===== src/rtl/beta_alu_stage_mc.sv =====
// Beta ALU pipeline stage with a multi-cycle multiply.
// Holds pc/a/b/d/ir; yout is combinational except MUL, which is gated by cnt.
module beta_alu_stage_mc #(
  parameter int          WIDTH   = 32,
  parameter int          MUL_LAT = 4,
  parameter logic [31:0] NOP_IR  = 32'h83FFFFFF,
  parameter logic [31:0] BNE_IR  = 32'h7BDFFFFF
) (
  input  logic             clk,
  input  logic             rst_n,
  input  logic [1:0]       irsrc,
  input  logic             stall_in,
  input  logic             kill,
  input  logic [WIDTH-1:0] pcin,
  input  logic [WIDTH-1:0] ain,
  input  logic [WIDTH-1:0] bin,
  input  logic [WIDTH-1:0] din,
  input  logic [31:0]      irin,
  output logic [WIDTH-1:0] pcout,
  output logic [WIDTH-1:0] dout,
  output logic [WIDTH-1:0] yout,
  output logic [31:0]      irout,
  output logic             busy
);

  localparam int SW = $clog2(WIDTH);
  localparam int CW = (MUL_LAT > 1) ? $clog2(MUL_LAT) : 1;
  localparam logic [CW-1:0] LAST = CW'(MUL_LAT - 1);

  typedef enum logic [1:0] {
    IDLE,
    MULT,
    DONE
  } state_t;

  logic [WIDTH-1:0] pc, a, b, d;
  logic [WIDTH-1:0] prod, res;
  logic [31:0]      ir, ir_nxt, ir_sel;
  logic [CW-1:0]    cnt, cnt_nxt;
  logic [SW-1:0]    sh;
  logic [3:0]       fn;
  logic             is_mul;
  logic             advance;
  state_t           state;

  always_comb begin
    fn = ir[29:26];
    if (ir[31:30] == 2'b01)
      fn = (ir[28:26] == 3'b111) ? 4'b0111 : 4'b0000;
  end

  assign is_mul  = (fn == 4'b0010);
  assign busy    = (state == MULT);
  assign advance = !stall_in && !busy && !kill;

  // With MUL_LAT==1 a multiply never leaves IDLE.
  always_comb begin
    state = IDLE;
    if (is_mul && MUL_LAT > 1)
      state = (cnt == LAST) ? DONE : MULT;
  end

  always_comb begin
    unique case (irsrc)
      2'd0:    ir_sel = irin;
      2'd1:    ir_sel = BNE_IR;
      default: ir_sel = NOP_IR;
    endcase
  end

  always_comb begin
    ir_nxt  = ir;
    cnt_nxt = cnt;
    if (kill) begin
      ir_nxt  = NOP_IR;
      cnt_nxt = '0;
    end else if (advance) begin
      ir_nxt  = ir_sel;
      cnt_nxt = '0;
    end else if (busy) begin
      cnt_nxt = cnt + CW'(1);
    end
  end

  always_ff @(posedge clk) begin
    if (!rst_n) begin
      pc  <= '0;
      a   <= '0;
      b   <= '0;
      d   <= '0;
      ir  <= NOP_IR;
      cnt <= '0;
    end else begin
      ir  <= ir_nxt;
      cnt <= cnt_nxt;
      if (advance) begin
        pc <= pcin;
        a  <= ain;
        b  <= bin;
        d  <= din;
      end
    end
  end

  assign sh   = b[SW-1:0];
  assign prod = a * b;

  always_comb begin
    res = '0;
    unique case (fn)
      4'b0000: res = a + b;
      4'b0001: res = a - b;
      4'b0010: res = (state == MULT) ? '0 : prod;
      4'b0011: res = '0;
      4'b0100: res[0] = (a == b);
      4'b0101: res[0] = ($signed(a) < $signed(b));
      4'b0110: res[0] = ($signed(a) <= $signed(b));
      4'b0111: res = a;
      4'b1000: res = a & b;
      4'b1001: res = a | b;
      4'b1010: res = a ^ b;
      4'b1011: res = ~(a ^ b);
      4'b1100: res = a << sh;
      4'b1101: res = a >> sh;
      4'b1110: res = $signed(a) >>> sh;
      default: res = a;
    endcase
  end

  assign yout  = res;
  assign pcout = pc;
  assign dout  = d;
  assign irout = ir;

endmodule


===== config.mk =====
export PLATFORM = sky130hd
export DESIGN_NAME = beta_alu_stage_mc
export DESIGN_NICKNAME = d
export VERILOG_FILES = /design/src/rtl/beta_alu_stage_mc.sv
export SDC_FILE = /design/constraint.sdc
export NUM_CORES = 2
export LEC_CHECK = 0
export ABC_AREA = 1
export CELL_PAD_IN_SITES_DETAIL_PLACEMENT = 0
export CELL_PAD_IN_SITES_GLOBAL_PLACEMENT = 2
export CORE_ASPECT_RATIO = 2
export CORE_MARGIN = 1.5
export CORE_UTILIZATION = 34
export DETAILED_ROUTE_END_ITERATION = 12
export PLACE_DENSITY_LB_ADDON = 0.1
export SYNTH_ARGS = -nofsm -noshare
export SYNTH_HDL_FRONTEND = slang
export SYNTH_SLANG_ARGS = --single-unit
export TNS_END_PERCENT = 100

===== constraint.sdc =====
create_clock -name clk -period 10.7 [get_ports clk]
set_input_delay 1.07 -clock clk [delete_from_list [all_inputs] [get_ports clk]]
set_output_delay 1.07 -clock clk [all_outputs]
set_load 0.1 [all_outputs]

# ---- After elaboration in Yosys (flattened, before gate mapping)
# Cells that the tools add are included.
dict set report word_totals {
  regBits 162
  input_bits 166
  wordCells 57
}
dict set report op_classes {
  n_addsub 3
  n_mul 1
  n_lt_le_gt_ge 2
  eq_ne 19
  n_shift 3
  muxes 8
  n_bitwise 5
  n_reduce_logical 10
}
# op n
set op_table {}
lappend op_table {{$pmux 31 s11} 1}
lappend op_table {{$pmux 32 s2} 1}
lappend op_table {{$add 32x32->32} 1}
lappend op_table {{$and 32x32->32} 1}
lappend op_table {{$eq 32x32->1} 1}
lappend op_table {{$le 32x32->1} 1}
lappend op_table {{$lt 32x32->1} 1}
lappend op_table {{$mul 32x32->32} 1}
lappend op_table {{$mux 32} 1}
lappend op_table {{$not 32->32} 1}
lappend op_table {{$or 32x32->32} 1}
lappend op_table {{$shl 32x5->32} 1}
lappend op_table {{$shr 32x5->32} 1}
lappend op_table {{$sshr 32x5->32} 1}
lappend op_table {{$sub 32x32->32} 1}
lappend op_table {{$xor 32x32->32} 1}
lappend op_table {{$eq 4x4->1 const B} 7}
lappend op_table {{$pmux 1 s14} 1}
lappend op_table {{$eq 4x3->1 const B} 3}
lappend op_table {{$eq 4x2->1 const B} 2}
lappend op_table {{$eq 2x1->1 const B} 3}
lappend op_table {{$eq 4x1->1 const B} 1}
lappend op_table {{$logic_not 4->1} 1}
lappend op_table {{$mux 2} 2}
lappend op_table {{other kinds (12)} 15}

# ---- Longest topological paths before layout
dict set report logic_depth {
  depth_word 10
  mapped_depth 38
  ltp_nobuf 35
}

# ---- Worst setup path after synthesis
# OpenSTA, ideal clock, no wires.
dict set report synth_path {
  path_kind {flip-flop to output port}
  startpoint {register b[2]}
  endpoint {output yout[23]}
  arrival_time_ps 8285
  required_ps 9630
  setup_slack_ps 1345
  path_stages_with_launch 28
  n_path_buf 5
  cell_sequence {dfxtp_1 -> buf_2 -> buf_2 -> buf_1 -> buf_2 -> buf_1 -> nand2_1 -> inv_1 -> fa_1 -> inv_1 -> fa_1 -> fa_1 -> fa_1 -> inv_1 -> fa_1 -> inv_1 -> fa_1 -> inv_1 -> fa_1 -> fa_1 -> ha_1 -> a21oi_1 -> o21ai_0 -> a21oi_1 -> nand3_1 -> a21oi_1 -> o21ai_0 -> a41oi_1}
}
dict set report synth_between {
  elab_chain_len 3
}
# item line_no
set synth_lines {}
lappend synth_lines {{start, declared} 36} ;# logic [WIDTH-1:0] pc, a, b, d;
lappend synth_lines {{start signal, assigned} 99} ;# b <= bin;
lappend synth_lines {{$mul 32x32->32} 106} ;# assign prod = a * b;
lappend synth_lines {{$mux 32} 113} ;# 4'b0010: res = (state == MULT) ? '0 : prod;
lappend synth_lines {{$pmux 31 s11 *} 110} ;# unique case (fn)
lappend synth_lines {{end, declared} 21} ;# output logic [WIDTH-1:0] yout,
# Every way passes the cells marked *; elsewhere a longest branch is shown, timed or not.

# ---- Worst setup path in the final report
dict set report layout_path {
  startpoint {register a[14]}
  endpoint {output yout[22]}
}
dict set report layout_between {
  elab_chain_len 3
}
# item line_no
set layout_lines {}
lappend layout_lines {{start, declared} 36}
lappend layout_lines {{start signal, assigned} 98} ;# a <= ain;
lappend layout_lines {{$mul 32x32->32} 106}
lappend layout_lines {{$mux 32} 113}
lappend layout_lines {{$pmux 31 s11 *} 110}
# Marks and branches as above.

==> impl_results.md <==
- Status: finished, final reports clean
- Relative slew slack: 0.0214
- Antenna viol nets, final: 0
- CTS max path bufs: 2
- Largest area contributor in the netlist: fa_1
- Worst-case reg-to-reg path depth: 12
- DRC: 0
- Largest net degree at the start of global routing: 131
- Clock Skews: 0.0182 ns
- DP HPWL: roughly 130 mm
- Initial DRC count: just under 2000
- Kind of critical path: flop to output port
- P_sw: roughly 2000 uW
- Area growth, synth to finish: 14.5%
- Power per cell area: between 90 and 100 mW/mm^2
- Post-synth ARST share: 0
- Slew Viols, Final: 0
- CP max-delay cell: dfxtp_1
- CP most frequent cell: fa_1
- Maxcap violations: 0
- Vias per Instance: 5.22
- Hold slack: 0.461 ns
- Required time of the critical path: 9.63 ns
- Library cells used by synthesis: 66
- Fin. Hold Viols: 0
- CTS root buf: clkbuf_16
- Gr ovfl total: 0
- Initial antenna violation count: 2
- Sw Share: 0.552
- Worst-path fanout max: 21
- Main synth FF type: dfxtp_1
- Family with the most delay on the worst path: adder cells
- Clock-pin slew on the worst setup and hold paths: 0.09 ns
- CTS tree: yes
- # IOs: 295
- Routability cong.: 1.03
- Critical Path End Type: output port
- Arrival time worst endpoint: 9.40 ns
- Hold path cells: 2
- Post-route minimum period: 10.47 ns
- Setup TNS: 0 ns
- WL/cell: 26.1 microns
- Core Rows: 158
- Clock sinks: approximately 160
- Critical Path Max Stage Delay: 1.04 ns
- Max Fclk: ~96 MHz
- Mapped Avg Cell Area: about 6.7 sq um
- Total Die Area: 0.0950 sq mm
- Pleak: 0.0197 uW
- Die Wd: 219 microns
- Clk pwr share: 0.185
- Layout cells sized above 1: 0.0459
- Share of the yosys chip area belonging to registers: 0.103
- Vias in the first global route: around 34000
- Die Ht: approximately 430 microns
- Clk_lat worst skew: 0.53 ns
- Cts hold-fix bufs: 0
- Yosys Warn Count: 0
- # H-tree levels: 4
- Crit start category: flop
- Hold Path Class: flop to flop
- WP depth: 27
- Top post-synthesis cells by area: fa_1 (26%), nand2_1 (13%), inv_1 (12%)
- Register bit total from synthesis: 162
- Starting Density: 0.342
- Comb pwr share: 0.612
- Peak supply drop: 0.000162 V
- Internal power: between 1500 and 2000 uW
- CP Buf/Inv Count: 6
- Period utilisation layout: 0.978
- Final wirelength: 159 mm
- Post-synth net total: 5541
- Final setup vio count: 0
- Share of the synthesized area in the top cell type: 0.260
- Post-CTS setup buffers: 0
- Nets: 5687
- Synthesized cell area: 0.0316 sq mm
- Via count: between 30000 and 40000
- Unrepaired setup endpoints after global routing: no
- Fillers: 10200
- Post-Syn Instances: about 4700
- GR Util All Layers: 0.339
- Number of buffers created by CTS: 17
- Core area: 0.0925 sq mm
- Port Buffers: 294
- First-pass GRT wire length: around 230 mm
- Most frequent cells in the layout: nand2_1 (1135), inv_1 (995), fa_1 (410)
- Commonest non-fill, non-tap cell in the layout: nand2_1
- Flop pwr share: 0.202
- Drt pass-1 iters: 6
- Antenna cells: 0
- EDFF count, synth: 0
- Slew @ Worst Pin: 1.47 ns
synthesized netlist by cell type (8+ instances only):
| library cell | number |
|---|---|
| nand2_1 | 1135 |
| inv_1 | 996 |
| fa_1 | 410 |
| o21ai_0 | 378 |
| nor2_1 | 331 |
| a21oi_1 | 280 |
| ha_1 | 221 |
| nand3_1 | 163 |
| dfxtp_1 | 162 |
| clkbuf_1 | 113 |
| buf_2 | 87 |
| o21ai_1 | 46 |
| buf_1 | 43 |
| inv_2 | 24 |
| nand4_1 | 24 |
| nor3_1 | 23 |
| xor2_1 | 21 |
| o22ai_1 | 19 |
| o211ai_1 | 18 |
| mux2i_1 | 14 |
| o21bai_1 | 14 |
| a21o_1 | 13 |
| nor4_1 | 13 |
| o2111ai_1 | 12 |
| xnor2_1 | 12 |
| o221ai_1 | 11 |
| a211oi_1 | 10 |
| nor2_2 | 10 |
| or2_2 | 9 |
| a221oi_1 | 8 |
| buf_4 | 8 |
| o21a_1 | 8 |
sequential cells by signal, summed over array words and instances, names as in the netlist:
name	count
irout	32
b	32
a	32
cnt	2
dout	32
pcout	32
area by class of cell:
cell class / count / area (sq um) / area share
multi-input cells: 3299 / 23400 / 0.646
inverters: 1023 / 3840 / 0.106
repair buffers: 387 / 3640 / 0.101
flip-flops and latches: 162 / 3260 / 0.0900
well taps: 1200 / 1500 / 0.0415
clock buffers: 18 / 429 / 0.0119
clock inverters: 14 / 138 / 0.00380
repair_timing:
action                                 CTS  global route
setup endpoints to repair                0             3
endpoints found under the hold margin    0             0
resized for setup                        0             1
stage by stage:
stage	util	cell area (sq um)	total power, uW	worst slack (ns)	cells
2_1_floorplan	-	31600	2110	1.34	4744
3_3_place_gp	0.385	35600	2910	0.769	6071
3_5_place_dp	0.385	35600	2900	0.687	6071
4_1_cts	0.391	36200	3600	0.0560	6103
5_1_grt	0.391	36200	3810	0.0412	6103
6_report	0.391	36200	3570	0.231	6103
routing by layer:
metal	GRT usage	wire [microns]
met5	0	3
met4	0.268	14700
met3	0.0441	6660
met2	0.630	83700
met1	0.334	54200
worst paths after layout:
check / end / startpoint / slack, ns
max: yout[22] / a[14]$_SDFFE_PN0P_ / 0.23
min: irout[22]$_SDFFE_PP1P_ / irout[22]$_SDFFE_PP1P_ / 0.46
max reg2reg: a[17]$_SDFFE_PN0P_ / irout[30]$_SDFFE_PP0P_ / 7.46
min reg2reg: irout[22]$_SDFFE_PP1P_ / irout[22]$_SDFFE_PP1P_ / 0.46
worst reg2reg max path: cells and delay by family, from the launching register on:
kind	cells	cell delay, ns
flops	1	0.34
simple gates	6	0.77
compound gates	2	0.76
buf+inv	4	1.24
logic make-up after synthesis:
| logic type | Yosys count | synth area share |
|---|---|---|
| fa+ha+maj | 631 | 0.347 |
| flops | 162 | 0.103 |
| buf+inv | 1283 | 0.158 |
| simple gates | 1740 | 0.223 |
| mux | 14 | 0.00443 |
| xor+xnor | 33 | 0.00914 |
| compound gates | 881 | 0.156 |
power by group through the flow:
| stage | Sequential (uW) | Combinational [uW] | Clock (uW) |
|---|---|---|---|
| finish | 723 | 2190 | 663 |
| global route | 728 | 2380 | 701 |
| CTS | 722 | 2190 | 694 |
| detailed placement | 735 | 2160 | 0 |
| global placement | 735 | 2170 | 0 |
| floorplan | 821 | 1290 | 0 |
No activity file was read; power rests on OpenSTA's default activity.
